===== src/rtl/frame_renderer_pkg.sv =====
// Shared playfield geometry, colours and frame-sequencer encoding for the renderer.
package frame_renderer_pkg;

    localparam logic [10:0] WALL_L_X0  = 11'd200;
    localparam logic [10:0] WALL_L_X1  = 11'd207;
    localparam logic [10:0] WALL_R_X0  = 11'd592;
    localparam logic [10:0] WALL_R_X1  = 11'd599;
    localparam logic [10:0] CEIL_Y0    = 11'd56;
    localparam logic [10:0] CEIL_Y1    = 11'd63;

    localparam logic [10:0] GRID_X0    = 11'd208;
    localparam logic [10:0] GRID_Y0    = 11'd64;
    localparam logic [10:0] BLOCK_W    = 11'd32;
    localparam logic [10:0] BLOCK_H    = 11'd16;
    localparam int          GRID_COLS  = 12;
    localparam int          GRID_ROWS  = 6;
    localparam logic [10:0] GRID_X_END = GRID_X0 + BLOCK_W * 11'(GRID_COLS);
    localparam logic [10:0] GRID_Y_END = GRID_Y0 + BLOCK_H * 11'(GRID_ROWS);

    localparam logic [10:0] PADDLE_Y0  = 11'd560;
    localparam logic [10:0] PADDLE_Y1  = 11'd567;
    localparam logic [10:0] PADDLE_W   = 11'd60;
    localparam logic [10:0] BALL_SIZE  = 11'd10;

    localparam logic [7:0] COLOUR_BALL   = 8'hFF;
    localparam logic [7:0] COLOUR_PADDLE = 8'h1F;
    localparam logic [7:0] COLOUR_RED    = 8'hE0;
    localparam logic [7:0] COLOUR_YELLOW = 8'hFC;
    localparam logic [7:0] COLOUR_GREEN  = 8'h1C;
    localparam logic [7:0] COLOUR_WALL   = 8'h92;
    localparam logic [7:0] COLOUR_BG     = 8'h00;

    localparam logic [9:0]  PADDLE_X_RESET = 10'd370;
    localparam logic [9:0]  BALL_X_RESET   = 10'd395;
    localparam logic [9:0]  BALL_Y_RESET   = 10'd400;
    localparam logic [71:0] BLOCKS_RESET   = 72'hFFF_555_AAA_555_AAA_FFF;

    typedef enum logic [1:0] {
        SEQ_IDLE        = 2'd0,
        SEQ_WAIT_UPDATE = 2'd1,
        SEQ_LATCH       = 2'd2
    } seqState_t;

    // Rows are coloured in pairs from the top: red, yellow, green.
    function automatic logic [7:0] blockColour(input logic [2:0] row);
        if (row < 3'd2)      return COLOUR_RED;
        else if (row < 3'd4) return COLOUR_YELLOW;
        else                 return COLOUR_GREEN;
    endfunction

endpackage


===== src/rtl/frame_renderer_block_grid_lookup.sv =====
// Maps a pixel coordinate to its block cell (registered) and selects that cell's bit from the map.
module block_grid_lookup
    import frame_renderer_pkg::*;
(
    input  logic        CLK,
    input  logic        RESET,
    input  logic [10:0] xPos,
    input  logic [10:0] yPos,
    input  logic [71:0] blocks,
    output logic        blockHit,
    output logic [2:0]  blockRow
);

    logic       inGrid;
    logic       inGridQ;
    logic [3:0] colQ;
    logic [2:0] rowQ;
    logic [6:0] bitIdx;

    assign inGrid = (xPos >= GRID_X0) && (xPos < GRID_X_END) &&
                    (yPos >= GRID_Y0) && (yPos < GRID_Y_END);

    always_ff @(posedge CLK or posedge RESET) begin
        if (RESET) begin
            inGridQ <= 1'b0;
            colQ    <= 4'd0;
            rowQ    <= 3'd0;
        end else begin
            inGridQ <= inGrid;
            colQ    <= 4'((xPos - GRID_X0) >> 5);
            rowQ    <= 3'((yPos - GRID_Y0) >> 4);
        end
    end

    // Out-of-grid pixels force index 0 so the select never leaves the map.
    assign bitIdx   = inGridQ ? (7'(rowQ) * 7'd12 + 7'(colQ)) : 7'd0;
    assign blockHit = inGridQ && blocks[bitIdx];
    assign blockRow = rowQ;

endmodule


===== src/rtl/frame_renderer.sv =====
// Scene rasteriser: per-frame GameLogic update request, blanking-time snapshot, 2-stage pixel colouring.
//   state        | meaning
//   SEQ_IDLE        | waiting for first blanking line, then pulse START_UPDATE
//   SEQ_WAIT_UPDATE | GameLogic running; wait for last line of the frame
//   SEQ_LATCH       | copy live game state into snapshots (one cycle)
module frame_renderer
    import frame_renderer_pkg::*;
#(
    parameter int H_VISIBLE = 800,
    parameter int V_VISIBLE = 600,
    parameter int V_TOTAL   = 628
) (
    input  logic        CLK,
    input  logic        RESET,
    input  logic [10:0] HCOUNT,
    input  logic [10:0] VCOUNT,
    input  logic        ACTIVE,
    input  logic [9:0]  PADDLE_X_PIXEL,
    input  logic [9:0]  BALL_X_PIXEL,
    input  logic [9:0]  BALL_Y_PIXEL,
    input  logic [71:0] BLOCK_STATE,
    output logic        START_UPDATE,
    output logic [7:0]  RGB,
    output logic        RGB_VALID
);

    seqState_t   seqState;
    logic [9:0]  paddleSnap;
    logic [9:0]  ballXSnap;
    logic [9:0]  ballYSnap;
    logic [71:0] blocksSnap;

    always_ff @(posedge CLK or posedge RESET) begin
        if (RESET) begin
            seqState     <= SEQ_IDLE;
            START_UPDATE <= 1'b0;
            paddleSnap   <= PADDLE_X_RESET;
            ballXSnap    <= BALL_X_RESET;
            ballYSnap    <= BALL_Y_RESET;
            blocksSnap   <= BLOCKS_RESET;
        end else begin
            START_UPDATE <= 1'b0;
            case (seqState)
                SEQ_IDLE: begin
                    if (HCOUNT == 11'd0 && VCOUNT == 11'(V_VISIBLE)) begin
                        START_UPDATE <= 1'b1;
                        seqState     <= SEQ_WAIT_UPDATE;
                    end
                end
                SEQ_WAIT_UPDATE: begin
                    if (HCOUNT == 11'd0 && VCOUNT == 11'(V_TOTAL - 1))
                        seqState <= SEQ_LATCH;
                end
                SEQ_LATCH: begin
                    paddleSnap <= PADDLE_X_PIXEL;
                    ballXSnap  <= BALL_X_PIXEL;
                    ballYSnap  <= BALL_Y_PIXEL;
                    blocksSnap <= BLOCK_STATE;
                    seqState   <= SEQ_IDLE;
                end
                default: seqState <= SEQ_IDLE;
            endcase
        end
    end

    logic [10:0] paddleX;
    logic [10:0] ballX;
    logic [10:0] ballY;
    logic        wallHit;
    logic        paddleHit;
    logic        ballHit;
    logic        actQ;
    logic        drawQ;
    logic        wallQ;
    logic        paddleQ;
    logic        ballQ;
    logic        blockHit;
    logic [2:0]  blockRow;

    assign paddleX = {1'b0, paddleSnap};
    assign ballX   = {1'b0, ballXSnap};
    assign ballY   = {1'b0, ballYSnap};

    // Side walls run from the ceiling down to the bottom of the visible area.
    assign wallHit =
        (VCOUNT >= CEIL_Y0 && VCOUNT <= CEIL_Y1 && HCOUNT >= WALL_L_X0 && HCOUNT <= WALL_R_X1) ||
        (VCOUNT >= CEIL_Y0 && VCOUNT < 11'(V_VISIBLE) &&
         ((HCOUNT >= WALL_L_X0 && HCOUNT <= WALL_L_X1) ||
          (HCOUNT >= WALL_R_X0 && HCOUNT <= WALL_R_X1)));
    assign paddleHit = (VCOUNT >= PADDLE_Y0) && (VCOUNT <= PADDLE_Y1) &&
                       (HCOUNT >= paddleX) && (HCOUNT < paddleX + PADDLE_W);
    assign ballHit   = (HCOUNT >= ballX) && (HCOUNT < ballX + BALL_SIZE) &&
                       (VCOUNT >= ballY) && (VCOUNT < ballY + BALL_SIZE);

    block_grid_lookup uGrid (
        .CLK      (CLK),
        .RESET    (RESET),
        .xPos     (HCOUNT),
        .yPos     (VCOUNT),
        .blocks   (blocksSnap),
        .blockHit (blockHit),
        .blockRow (blockRow)
    );

    always_ff @(posedge CLK or posedge RESET) begin
        if (RESET) begin
            actQ    <= 1'b0;
            drawQ   <= 1'b0;
            wallQ   <= 1'b0;
            paddleQ <= 1'b0;
            ballQ   <= 1'b0;
        end else begin
            actQ    <= ACTIVE;
            drawQ   <= ACTIVE && (HCOUNT < 11'(H_VISIBLE)) && (VCOUNT < 11'(V_VISIBLE));
            wallQ   <= wallHit;
            paddleQ <= paddleHit;
            ballQ   <= ballHit;
        end
    end

    always_ff @(posedge CLK or posedge RESET) begin
        if (RESET) begin
            RGB       <= COLOUR_BG;
            RGB_VALID <= 1'b0;
        end else begin
            RGB_VALID <= actQ;
            if (!drawQ)        RGB <= COLOUR_BG;
            else if (ballQ)    RGB <= COLOUR_BALL;
            else if (paddleQ)  RGB <= COLOUR_PADDLE;
            else if (blockHit) RGB <= blockColour(blockRow);
            else if (wallQ)    RGB <= COLOUR_WALL;
            else               RGB <= COLOUR_BG;
        end
    end

endmodule

===== config.mk =====
export PLATFORM = sky130hd
export DESIGN_NAME = frame_renderer
export DESIGN_NICKNAME = d
export VERILOG_FILES = /design/src/rtl/frame_renderer_pkg.sv /design/src/rtl/frame_renderer_block_grid_lookup.sv /design/src/rtl/frame_renderer.sv
export SDC_FILE = /design/constraint.sdc
export NUM_CORES = 1
export LEC_CHECK = 0
export BUFFER_PORTS_ARGS = -buffer_cell sky130_fd_sc_hd__buf_2
export CAP_MARGIN = 20
export CORE_MARGIN = 2
export CORE_UTILIZATION = 55
export CTS_CLUSTER_DIAMETER = 100
export DETAILED_ROUTE_END_ITERATION = 8
export PLACE_DENSITY_LB_ADDON = 0.1
export SLEW_MARGIN = 20
export SYNTH_ARGS = -nofsm -noshare
export SYNTH_HDL_FRONTEND = slang
export SYNTH_SLANG_ARGS = --single-unit

===== constraint.sdc =====
create_clock -name CLK -period 7.3 [get_ports CLK]
set_input_delay 1.46 -clock CLK [delete_from_list [all_inputs] [get_ports CLK]]
set_output_delay 1.46 -clock CLK [all_outputs]
set_load 0.01 [all_outputs]

## Word level (Yosys, flattened, before mapping)

Cells that the tools add are included.

- Bits in registers: 127
- Output and inout port bits: 10
- Input port bits: 127
- Word-level logic and storage cells: 93

- $add $sub $neg: 6
- Reduce and logical (&&, ||, !) cells: 26
- Muxes and demuxes: 15
- $mul: 1
- Equality and inequality tests: 6
- $lt $le $gt $ge: 23

Operator list:

| cell | number |
|---|---|
| $mux W8 | 7 |
| $ge A11 B10 Y1 | 3 |
| $lt A11 B10 Y1 const B | 3 |
| $lt A11 B11 Y1 | 3 |
| $add A10 B4 Y11 const B | 2 |
| $eq A11 B10 Y1 const B | 2 |
| $ge A11 B10 Y1 const B | 2 |
| $ge A11 B8 Y1 const B | 2 |
| $le A11 B10 Y1 const B | 2 |
| $logic_and A1 B1 Y1 | 21 |
| $add A10 B6 Y11 const B | 1 |
| $ge A11 B6 Y1 const B | 1 |
| $ge A11 B7 Y1 const B | 1 |
| $le A11 B6 Y1 const B | 1 |
| $le A11 B8 Y1 const B | 1 |
| $logic_not A11 Y1 | 1 |
| $lt A11 B8 Y1 const B | 1 |
| $sub A9 B8 Y9 const B | 1 |
| $lt A7 B8 Y1 const B | 1 |
| $add A7 B4 Y7 | 1 |
| $bmux W1 S7 | 1 |
| $mux W7 | 1 |
| $sub A7 B7 Y7 const B | 1 |
| $mul A3 B2 Y5 const B | 1 |
| other kinds (11) | 16 |

## Longest topological paths before layout

Gate-level depths: netlist (run 1).

- Word-level depth: 10
- Gate-level depth with buffers: 12
- Gate-level depth less buffers: 12

## Cells and area by module

From an unflattened synthesis (run 1), not the netlist that was laid out.

- Cells, all modules: 654
- Area, all modules: 7567.3 um^2

By module, submodules not included:

| module | cells an instance | area each (um^2) | instances |
|---|---|---|---|
| frame_renderer | 509 | 6259.8 | 1 |
| block_grid_lookup | 145 | 1307.5 | 1 |

## Worst setup path before layout (run 1)

OpenSTA, ideal clock, no wires.

- Kind: register to register
- From: register uGrid.rowQ[0] (netlist: uGrid.blockRow[0])
- To: register RGB[7]
- Arrival time: 2.919 ns
- Path slack: 4.305 ns
- Setup time: 0.076 ns
- Data required time: 7.224 ns
- Path buffers: 0
- Clock period less this slack: 2.995 ns
- Stages on the path, launching flop included: 10
- Cells stage by stage: dfrtp_1 ha_1 fa_1 and2_1 mux4_1 a2111oi_2 a2bb2oi_2 a21oi_1 or4_1 o21ai_1

- Word-level cells in the longest chain between the ends: 10
- Elaborated cells on any way between the ends: 14
- Classes of those cells: add/sub: 1; mul: 1; order compare: 2; mux: 9; reduce/logical: 1

RTL lines:

| what | RTL line | RTL |
|---|---|---|
| start, declared | frame_renderer_block_grid_lookup.sv:17 | `logic [2:0] rowQ;` |
| start signal, assigned | frame_renderer_block_grid_lookup.sv:31 | `rowQ <= 3'((yPos - GRID_Y0) >> 4);` |
| $mul A3 B2 Y5 | frame_renderer_block_grid_lookup.sv:36 | `assign bitIdx = inGridQ ? (7'(rowQ) * 7'd12 + 7'(colQ)) : 7'd0;` |
| $add A7 B4 Y7 | frame_renderer_block_grid_lookup.sv:36 |  |
| $mux W7 | frame_renderer_block_grid_lookup.sv:36 |  |
| $bmux W1 S7 | frame_renderer_block_grid_lookup.sv:37 | `assign blockHit = inGridQ && blocks[bitIdx];` |
| $mux W1 (not written as such) | frame_renderer_block_grid_lookup.sv:37 |  |
| $logic_and A1 B1 Y1 | frame_renderer_block_grid_lookup.sv:37 |  |
| $mux W8 (*) | frame_renderer.sv:130 | `else if (blockHit) RGB <= blockColour(blockRow);` |
| $mux W8 (*) | frame_renderer.sv:129 | `else if (paddleQ) RGB <= COLOUR_PADDLE;` |
| $mux W8 (*) | frame_renderer.sv:128 | `else if (ballQ) RGB <= COLOUR_BALL;` |
| $mux W8 (*) | frame_renderer.sv:127 | `if (!drawQ) RGB <= COLOUR_BG;` |
| end signal, assigned | frame_renderer.sv:130 |  |
| end, declared | frame_renderer.sv:23 | `output logic [7:0] RGB,` |

Mark *: on every way between the ends. The rest lies on a longest branch, timed or not. The select of a mux whose other input is x is not followed.
A chain may end at the register's enable or synchronous reset.

## Worst setup path after layout (run 1)

Ends and elaborated chain as after synthesis.

==> results.cfg, run 1 <==
[yosys]
ys_async_sr_fraction = 1.00
synth.distinct_cells = 65
synthAdderAreaFrac = 0.123
syn_area_um2 = 7530
yosys-top-cells-count = mux2_2, ha_1, dfrtp_1, dfstp_2, o21ai_0
yosysTopAreaCell = dfstp_2
synth.avg_cell_area_um2 = 10.8
synth_simple_gate_area_frac = 0.0997
muxShareOfSynthArea = 0.148
synth_top_family_by_area = multiplexers
ys_ff_latch = 125
synthCells = 697
syn_nets = 897
ys_warn_count = 0
synth_compound_area_frac = 0.129
synth_area_leaders = dfstp_2, dfrtp_1, ha_1
synth_edf_count = 0
ys_seq_area_frac = 0.426
yosys.area_share.xor_xnor = 0.0314
synthFlopType = dfrtp_1
post-synth-top-count-cell = mux2_2
netlist.area_leader.share = 0.213

[sta]
fin_skew_ps = 10.4
rsz0062_at_grt = false
slew_violations = 0
worstMarginPinSlew_ps = 907
hold_viol_final = 0
slew_headroom = 0.395
setup_viol = 0
finalSetupTns_ps = 0
period_minus_slack_ps = 3340
fin_crit_sh = 0.457
fmax_mhz = 300

[final_layout]
drive_above_1_share = 0.371
n_antenna_cell = 0
register_area_um2 = 3200
multiInputGateArea_um2 = 4010
final_util = 0.670
syn2layout_area_growth_pct = 18.3
fin_nets = 1030
fill_cells = 1058

[worst_setup_path]
critPathRequiredTime_ps = 7650
worst-setup-path-type = reg2reg
endpoint_kind = flip-flop
crit_arrival_ps = 3690
path_max_fanout = 7
start_kind = flip-flop

[route]
antenna_left = 0
vias = 5693
avgRoutedWirePerCell_um = 16.6
drt_iter0_drc = 310
drt_wl_total_um = 16900
drtPass1Iterations = 5
vias_per_cell = 5.59
drc = 0

[power]
power.density_nw_per_um2 = 188
ir_worst_vdd_uv = 154
p_leak_nw = 4.41

[grt]
grt_antenna_before_repair = 0
grt_max_degree = 80
grt_pass1_vias = 5984
grtUsageTotal = 0.245
grt_pass1_wl_um = 27900
grt_overflow = 0

[clocking]
cts_tree = built
cts_buffers = 17
clkLatencyLatePin_ps = 420
clockBufferDepth = 2
htreeDepth = 4
cts_hold_buf = 0
clock-sinks = 125
cts_setup_buffers = 0
cts_resized = 0
root_buffer = clkbuf_16
path_clk_slew_ps = 50

[floorplan]
placementRows = 42
io-pin-count = 137
die_x_um = 121
die_area_um2 = 14600
core_um2 = 13300
initial_core_util = 0.566
die_h_um = 121

[place]
dp_hpwl_um = 12900
port_buffers = 136
globalplace.congestion = 0.842

[run_status]
status = completed

[hold_path]
hp-class = reg2reg

[flow_run]
drv_cap = 0
## state kept, by name (all words and copies together) (netlist names), 2 cells and up
signal	cells
uGrid.colQ	4
paddleSnap	10
ballXSnap	10
RGB	6
seqState	2
ballYSnap	10
blocksSnap	72
uGrid.blockRow	3
## through the flow
stage                     setup slack (ps)  total power [W]  cell area, µm²  cells  hold WS (ps)
after floorplan                       2610         0.000808            7530    697           331
after detailed placement              3940         0.000880            8340    987           349
after global placement                4040         0.000875            8340    987           333
final                                 3960          0.00168            8910   1019           358
after CTS                             3960          0.00169            8910   1019           360
after global routing                  3800          0.00174            8910   1019           372
## layout by cell type (no fill, tap or decap), drive strengths merged, types with 6 or more instances in the layout
cell type and instances:
dfrtp 64, xnor2 22, nor2b 7, o2111ai 6, mux4 7, clkbuf 24
mux2 75, dfstp 61, mux2i 9, nand2b 8, nand4 9, a21oi 31
buf 140, a21o 12, inv 53, o21ai 58, nor2 23, nor3 11
nand2 57, ha 71, nand3 10
## kinds of logic (layout without fill, tap and decap cells)
| kind of cell | Yosys count | in the layout |
|---|---|---|
| adders and majority gates | 73 | 73 |
| AOI/OAI and AO/OA | 151 | 151 |
| xor gates and xnor gates | 27 | 27 |
| DFF | 125 | 125 |
| buffers and inverters | 79 | 225 |
| muxes | 91 | 91 |
| and+or+nand+nor | 151 | 151 |
## final cells by class
class | count | share of cell area
Multi-Input combinational cell | 493 | 0.450
Clock buffer | 24 | 0.0529
Inverter | 53 | 0.0226
Sequential cell | 125 | 0.360
Clock inverter | 8 | 0.0104
Tap cell | 176 | 0.0247
Timing Repair Buffer | 140 | 0.0798
## report_power, final
| group | internal (W) | switching [W] | leakage (nW) |
|---|---|---|---|
| logic | 0.0000689 | 0.0000934 | 2.70 |
| clock network | 0.000516 | 0.000291 | 0.278 |
| registers | 0.000700 | 0.00000713 | 1.43 |
| total | 0.00129 | 0.000392 | 4.41 |
## worst paths after layout
path | cells past startpoint | endpoint | slack (ps) | start
max | 9 | RGB[7] | 3960 | uGrid.blockRow[0]
min | 0 | RGB_VALID | 360 | actQ
max reg2reg | 9 | RGB[7] | 3960 | uGrid.blockRow[0]
min reg2reg | 0 | RGB_VALID | 360 | actQ
max in group asynchronous | 3 | blocksSnap[35] | 4850 | RESET
min in group asynchronous | 2 | paddleSnap[0] | 1130 | RESET
## metal layers
| layer | global-route usage | wire (µm) | part of all wire | up-vias |
|---|---|---|---|---|
| li1 | - | - | - | 2784 |
| met1 | 0.277 | 6880 | 0.41 | 2735 |
| met2 | 0.438 | 8800 | 0.52 | 135 |
| met3 | 0.0536 | 753 | 0.045 | 39 |
| met4 | 0.116 | 482 | 0.029 | 0 |
| met5 | 0 | 0 | 0 | - |
## critical path: stages (launching register included)
cell and delay (ps):
dfrtp_1 390, ha_1 350, fa_1 640, and2_1 300, mux4_1 350, a2111oi_2 430
a2bb2oi_2 190, a21oi_1 120, or4_1 420, o21ai_1 80
Power figures use the tool's default switching activity.
==> run 2, diff against run 1 <==
Settings changed: CORE_UTILIZATION 55 to 51.
Clock period 7.3 ns to 2.85 ns, I/O delays scaled along.
==> run 2 against run 1 <==
First-iteration DRC count increased by 8.1%. Worst setup slack got worse by 4000 ps. Clock power grew to 2.5 times the previous value. Register-to-register slack worse by 4000 ps. Hold slack worse by 150 ps. Via count up 1.9%. Fmax grew 17%. Final cell count up 2.2%. Critical path depth is the same.
==> results.cfg, run 2 (same netlist as run 1, synthesis figures left out) <==
[sta]
rsz0062_at_grt = true
fmax_mhz = 352
slew_headroom = 0.575
worstMarginPinSlew_ps = 635
fin_skew_ps = 8.17
setup_slack_ps = 5.20
hold_viol_final = 0
period_minus_slack_ps = 2840
fin_crit_sh = 0.998
finalSetupTns_ps = 0
slew_violations = 0
setup_viol = 0

[clocking]
clock-sinks = 125
path_clk_slew_ps = 60
clockBufferDepth = 2
clkLatencyLatePin_ps = 420
htreeDepth = 4
cts_tree = built
cts_buffers = 17
root_buffer = clkbuf_16

[power]
power.density_nw_per_um2 = 476
p_seq_frac = 0.416
p_int_w = 0.00330
power.total_w = 0.00435
p_sw_frac = 0.240
p_leak_nw = 4.48
combPwrFrac = 0.109
switchingPower_w = 0.00104
ir_worst_vdd_uv = 405
power_frac_clock = 0.475

[place]
place_ws_ps = -85.5
dpl_cell_area_um2 = 8510
dp_hpwl_um = 13500
dp.cells = 1008
globalplace.congestion = 0.886
port_buffers = 136

[run_status]
status = completed

[worst_setup_path]
cpPeakStageDelay_ps = 530
path_cells = ha_4 > fa_2 > and2_4 > mux4_2 > a2111oi_4 > a2bb2oi_2 > a21oi_2 > or4_1 > o21ai_1
worst-setup-path-type = reg2reg
path_max_fanout = 2
start_kind = flip-flop
endpoint_kind = flip-flop
critPathRequiredTime_ps = 3200
slowest_stage = fa_2
crit_arrival_ps = 3200

[grt]
grt_overflow = 0
grt_pass1_vias = 6143
grt_antenna_before_repair = 0
grt_pass1_wl_um = 29800
grt_max_degree = 74
grtUsageTotal = 0.238

[final_layout]
largest_reg_flops = 72
postLayoutCellArea_um2 = 9130
instances_no_fill = 1041
fin_nets = 1044
syn2layout_area_growth_pct = 21.3
drive_above_1_share = 0.392
final_common_cell = buf_2
top_register = blocksSnap
layout_common_cells = buf_2, mux2_2, ha_1
n_antenna_cell = 0

[floorplan]
die_h_um = 125
placementRows = 44
initial_core_util = 0.520
io-pin-count = 137
die_x_um = 125
die_area_um2 = 15700
core_um2 = 14500

[hold_path]
hp-class = in2async

[route]
vias = 5804
drt_wl_total_um = 18000
vias_per_cell = 5.58
drc = 0
drt_iter0_drc = 335
drtPass1Iterations = 5
avgRoutedWirePerCell_um = 17.3
antenna_left = 0

[flow_run]
drv_cap = 0
[run 2: changes by cell type in the layout (fill, tap and decap cells not counted), moves of 2 or more]
cell	change
buf_12	+4
ha_1	-2
a21oi_2	+2
buf_4	+10
fa_1	-2
a21oi_1	-2
fa_2	+2
[run 2: what timing repair did]
action                                  CTS  global route
hold buffers                              0             0
endpoints found under the setup margin    1             5
setup buffers                             1             0
resized for setup                         6             5
[run 2: final timing paths]
| kind | cells after the start | startpoint | end | slack [ps] |
|---|---|---|---|---|
| setup reg to reg | 9 | uGrid.blockRow[0] | RGB[7] | 5 |
| max in group asynchronous | 3 | RESET | paddleSnap[6] | 1840 |
| hold reg to reg | 0 | actQ | RGB_VALID | 350 |
| min in group CLK | 1 | ACTIVE | actQ | 290 |
| hold / removal | 2 | RESET | ballYSnap[1] | 210 |
| setup / recovery | 9 | uGrid.blockRow[0] | RGB[7] | 5 |
[run 2: power by group through the flow]
stage          Sequential [W]  Clock, W  Combinational, W
2_1_floorplan         0.00183         0          0.000245
3_3_place_gp          0.00183         0          0.000432
3_5_place_dp          0.00183         0          0.000451
4_1_cts               0.00181   0.00210          0.000468
5_1_grt               0.00181   0.00220          0.000530
6_report              0.00181   0.00206          0.000476
[run 2: per-stage QoR]
step | util | hold slack, ps
3_3_place_gp | 0.588 | 332
4_1_cts | 0.629 | 213
3_5_place_dp | 0.588 | 346
5_1_grt | 0.631 | 227
2_1_floorplan | - | 331
6_report | 0.631 | 207
[run 2: area by class of cell]
class / instances / area (µm²)
clock inverters: 8 / 92.6
multi-input cells: 493 / 4070
flip-flops and latches: 125 / 3200
repair buffers: 154 / 866
clock buffers: 24 / 462
well taps: 184 / 230
fillers: 1157 / 5350
inverters: 53 / 203
[run 2: layer usage]
layer | vias up | share of wire | track usage
li1 | 2796 | - | -
met1 | 2809 | 0.41 | 0.285
met2 | 156 | 0.51 | 0.407
met3 | 43 | 0.054 | 0.0676
met4 | 0 | 0.028 | 0.0935
met5 | - | 0 | 0
[run 2: worst max-delay path: cells and delay by family (launching register included)]
kind            cells  cell delay [ps]
compound gates      4              680
fa+ha+maj           2              800
flops               1              420
mux                 1              320
simple gates        2              560
==> run 3, diff against run 2 <==
Settings changed: CORE_UTILIZATION 51 to 38.
==> run 3 against run 2 <==
Final cell count grew 7.6%. Clock skew grew 8.6 ps. Final area grew 0.78%. Critical path type unchanged. Highest routed layer unchanged. Critical path depth is the same. Sequential power is essentially flat. Largest power group unchanged. The flow now finishes with violations (setup timing). Fmax shrank 1.0%. Hold slack gained 72 ps. Via count shrank 1.5%.
==> results.cfg, run 3 (same netlist as run 1, synthesis figures left out) <==
[route]
top_layer_used = met4
drt_wl_total_um = 19000
wl_met2_um = 9460
vias = 5718
drc = 0
antenna_left = 0
route.met3.wl_um = 868
drt_iter0_drc = 152
drtPass1Iterations = 4
avgRoutedWirePerCell_um = 17.0
vias_per_cell = 5.11
wl_met1_um = 8390

[clocking]
htreeDepth = 4
cts_buffers = 17
clock-sinks = 125
root_buffer = clkbuf_16
clkLatencyLatePin_ps = 430
cts_hold_buf = 0
clockBufferDepth = 2
cts_tree = built
path_clk_slew_ps = 60

[floorplan]
die_x_um = 145
die_area_um2 = 21000
die_h_um = 145
io-pin-count = 137
core_um2 = 19500
initial_core_util = 0.387
placementRows = 51

[grt]
grt_pass1_vias = 5927
grtUsageTotal = 0.190
grt_overflow = 0
grt_max_degree = 134
grt_antenna_before_repair = 0
grt_pass1_wl_um = 30100

[sta]
worstMarginPinSlew_ps = 772
hold_ws_ps = 279
slew_violations = 0
fin_skew_ps = 16.7
slew_headroom = 0.484
setup_slack_ps = -24.8
fmax_mhz = 348
rsz0062_at_grt = true
setup_viol = 1
hold_viol_final = 0
fin_crit_sh = 1.01
period_minus_slack_ps = 2870

[worst_setup_path]
worst-setup-path-type = reg2reg
start_kind = flip-flop
crit_arrival_ps = 3220
endpoint_kind = flip-flop
path_max_fanout = 2
critPathRequiredTime_ps = 3190

[final_layout]
multiInputGateArea_um2 = 4060
register_area_um2 = 3200
top_register = blocksSnap
final_common_cell = buf_2
syn2layout_area_growth_pct = 22.2
largest_reg_flops = 72
n_antenna_cell = 0
fin_nets = 1042
fill_cells = 1845
layout_common_cells = buf_2, mux2_2, ha_1
drive_above_1_share = 0.394

[place]
globalplace.congestion = 0.887
port_buffers = 136
dp_hpwl_um = 14300
place_ws_ps = -125

[flow_run]
drv_cap = 0

[power]
ir_worst_vdd_uv = 398
p_leak_nw = 4.46
power.density_nw_per_um2 = 469
power.total_w = 0.00432

[run_status]
failed_checks = setup timing
status = complete, but fails checks

[hold_path]
hp-class = in2async
## run 3: cell count changes in the layout (fill, tap and decap cells not counted), sizes merged
| cell | before | now |
|---|---|---|
| clkbuf | 24 | 21 |
| clkinvlp | 2 | 3 |
| buf | 154 | 152 |
| inv | 52 | 56 |
| bufinv | 2 | 0 |
## run 3: cell type report
| class | count | area share |
|---|---|---|
| multi-input combinational | 493 | 0.441 |
| sequential | 125 | 0.348 |
| timing repair buffer | 152 | 0.0925 |
| clock buffer | 21 | 0.0513 |
| tap | 265 | 0.0360 |
| inverter | 53 | 0.0220 |
| clock inverter | 11 | 0.00911 |
## run 3: metrics by stage
| stage | utilization | setup TNS, ps | cells | instance area [µm²] |
|---|---|---|---|---|
| after floorplan | - | 0 | 697 | 7540 |
| after global placement | 0.441 | 0 | 1086 | 8590 |
| after detailed placement | 0.441 | -206 | 1086 | 8590 |
| after CTS | 0.471 | -47.3 | 1118 | 9170 |
| after global routing | 0.473 | -239 | 1120 | 9200 |
| final | 0.473 | -24.8 | 1120 | 9200 |
## run 3: path summary, 6_finish.rpt
kind | depth (start not counted) | end | from | slack (ps)
max | 9 | RGB[7] | uGrid.blockRow[0] | -20
min | 2 | ballYSnap[0] | RESET | 280
max reg2reg | 9 | RGB[7] | uGrid.blockRow[0] | -20
min reg2reg | 0 | RGB_VALID | actQ | 360
max in group asynchronous | 3 | blocksSnap[32] | RESET | 1780
min in group CLK | 1 | actQ | ACTIVE | 280
## run 3: report_power, final
part / switching, W / internal, W
registers: 0.0000151 / 0.00179
logic: 0.000263 / 0.000207
clock network: 0.000844 / 0.00119
## run 3: worst max-delay path: stages, from the launching register on
cell and delay, ps:
dfrtp_1 410, ha_4 260, fa_2 530, and2_4 140
mux4_2 320, a2111oi_4 340, a2bb2oi_2 210, a21oi_2 80
or4_1 410, o21ai_1 90
## run 3: routing by layer
metal	GRT usage	vias to the layer above
met3	0.0559	23
met4	0.0588	0
li1	-	2799
met2	0.324	124
met5	0	-
met1	0.232	2772
## run 3: timing repair
item                                    in CTS  in global routing
setup buffers                                0                  2
endpoints found under the setup margin       4                  5
pin swaps                                    0                  3
resized for setup                            4                  4
gates cloned                                 0                  0
hold endpoints to repair                     0                  0
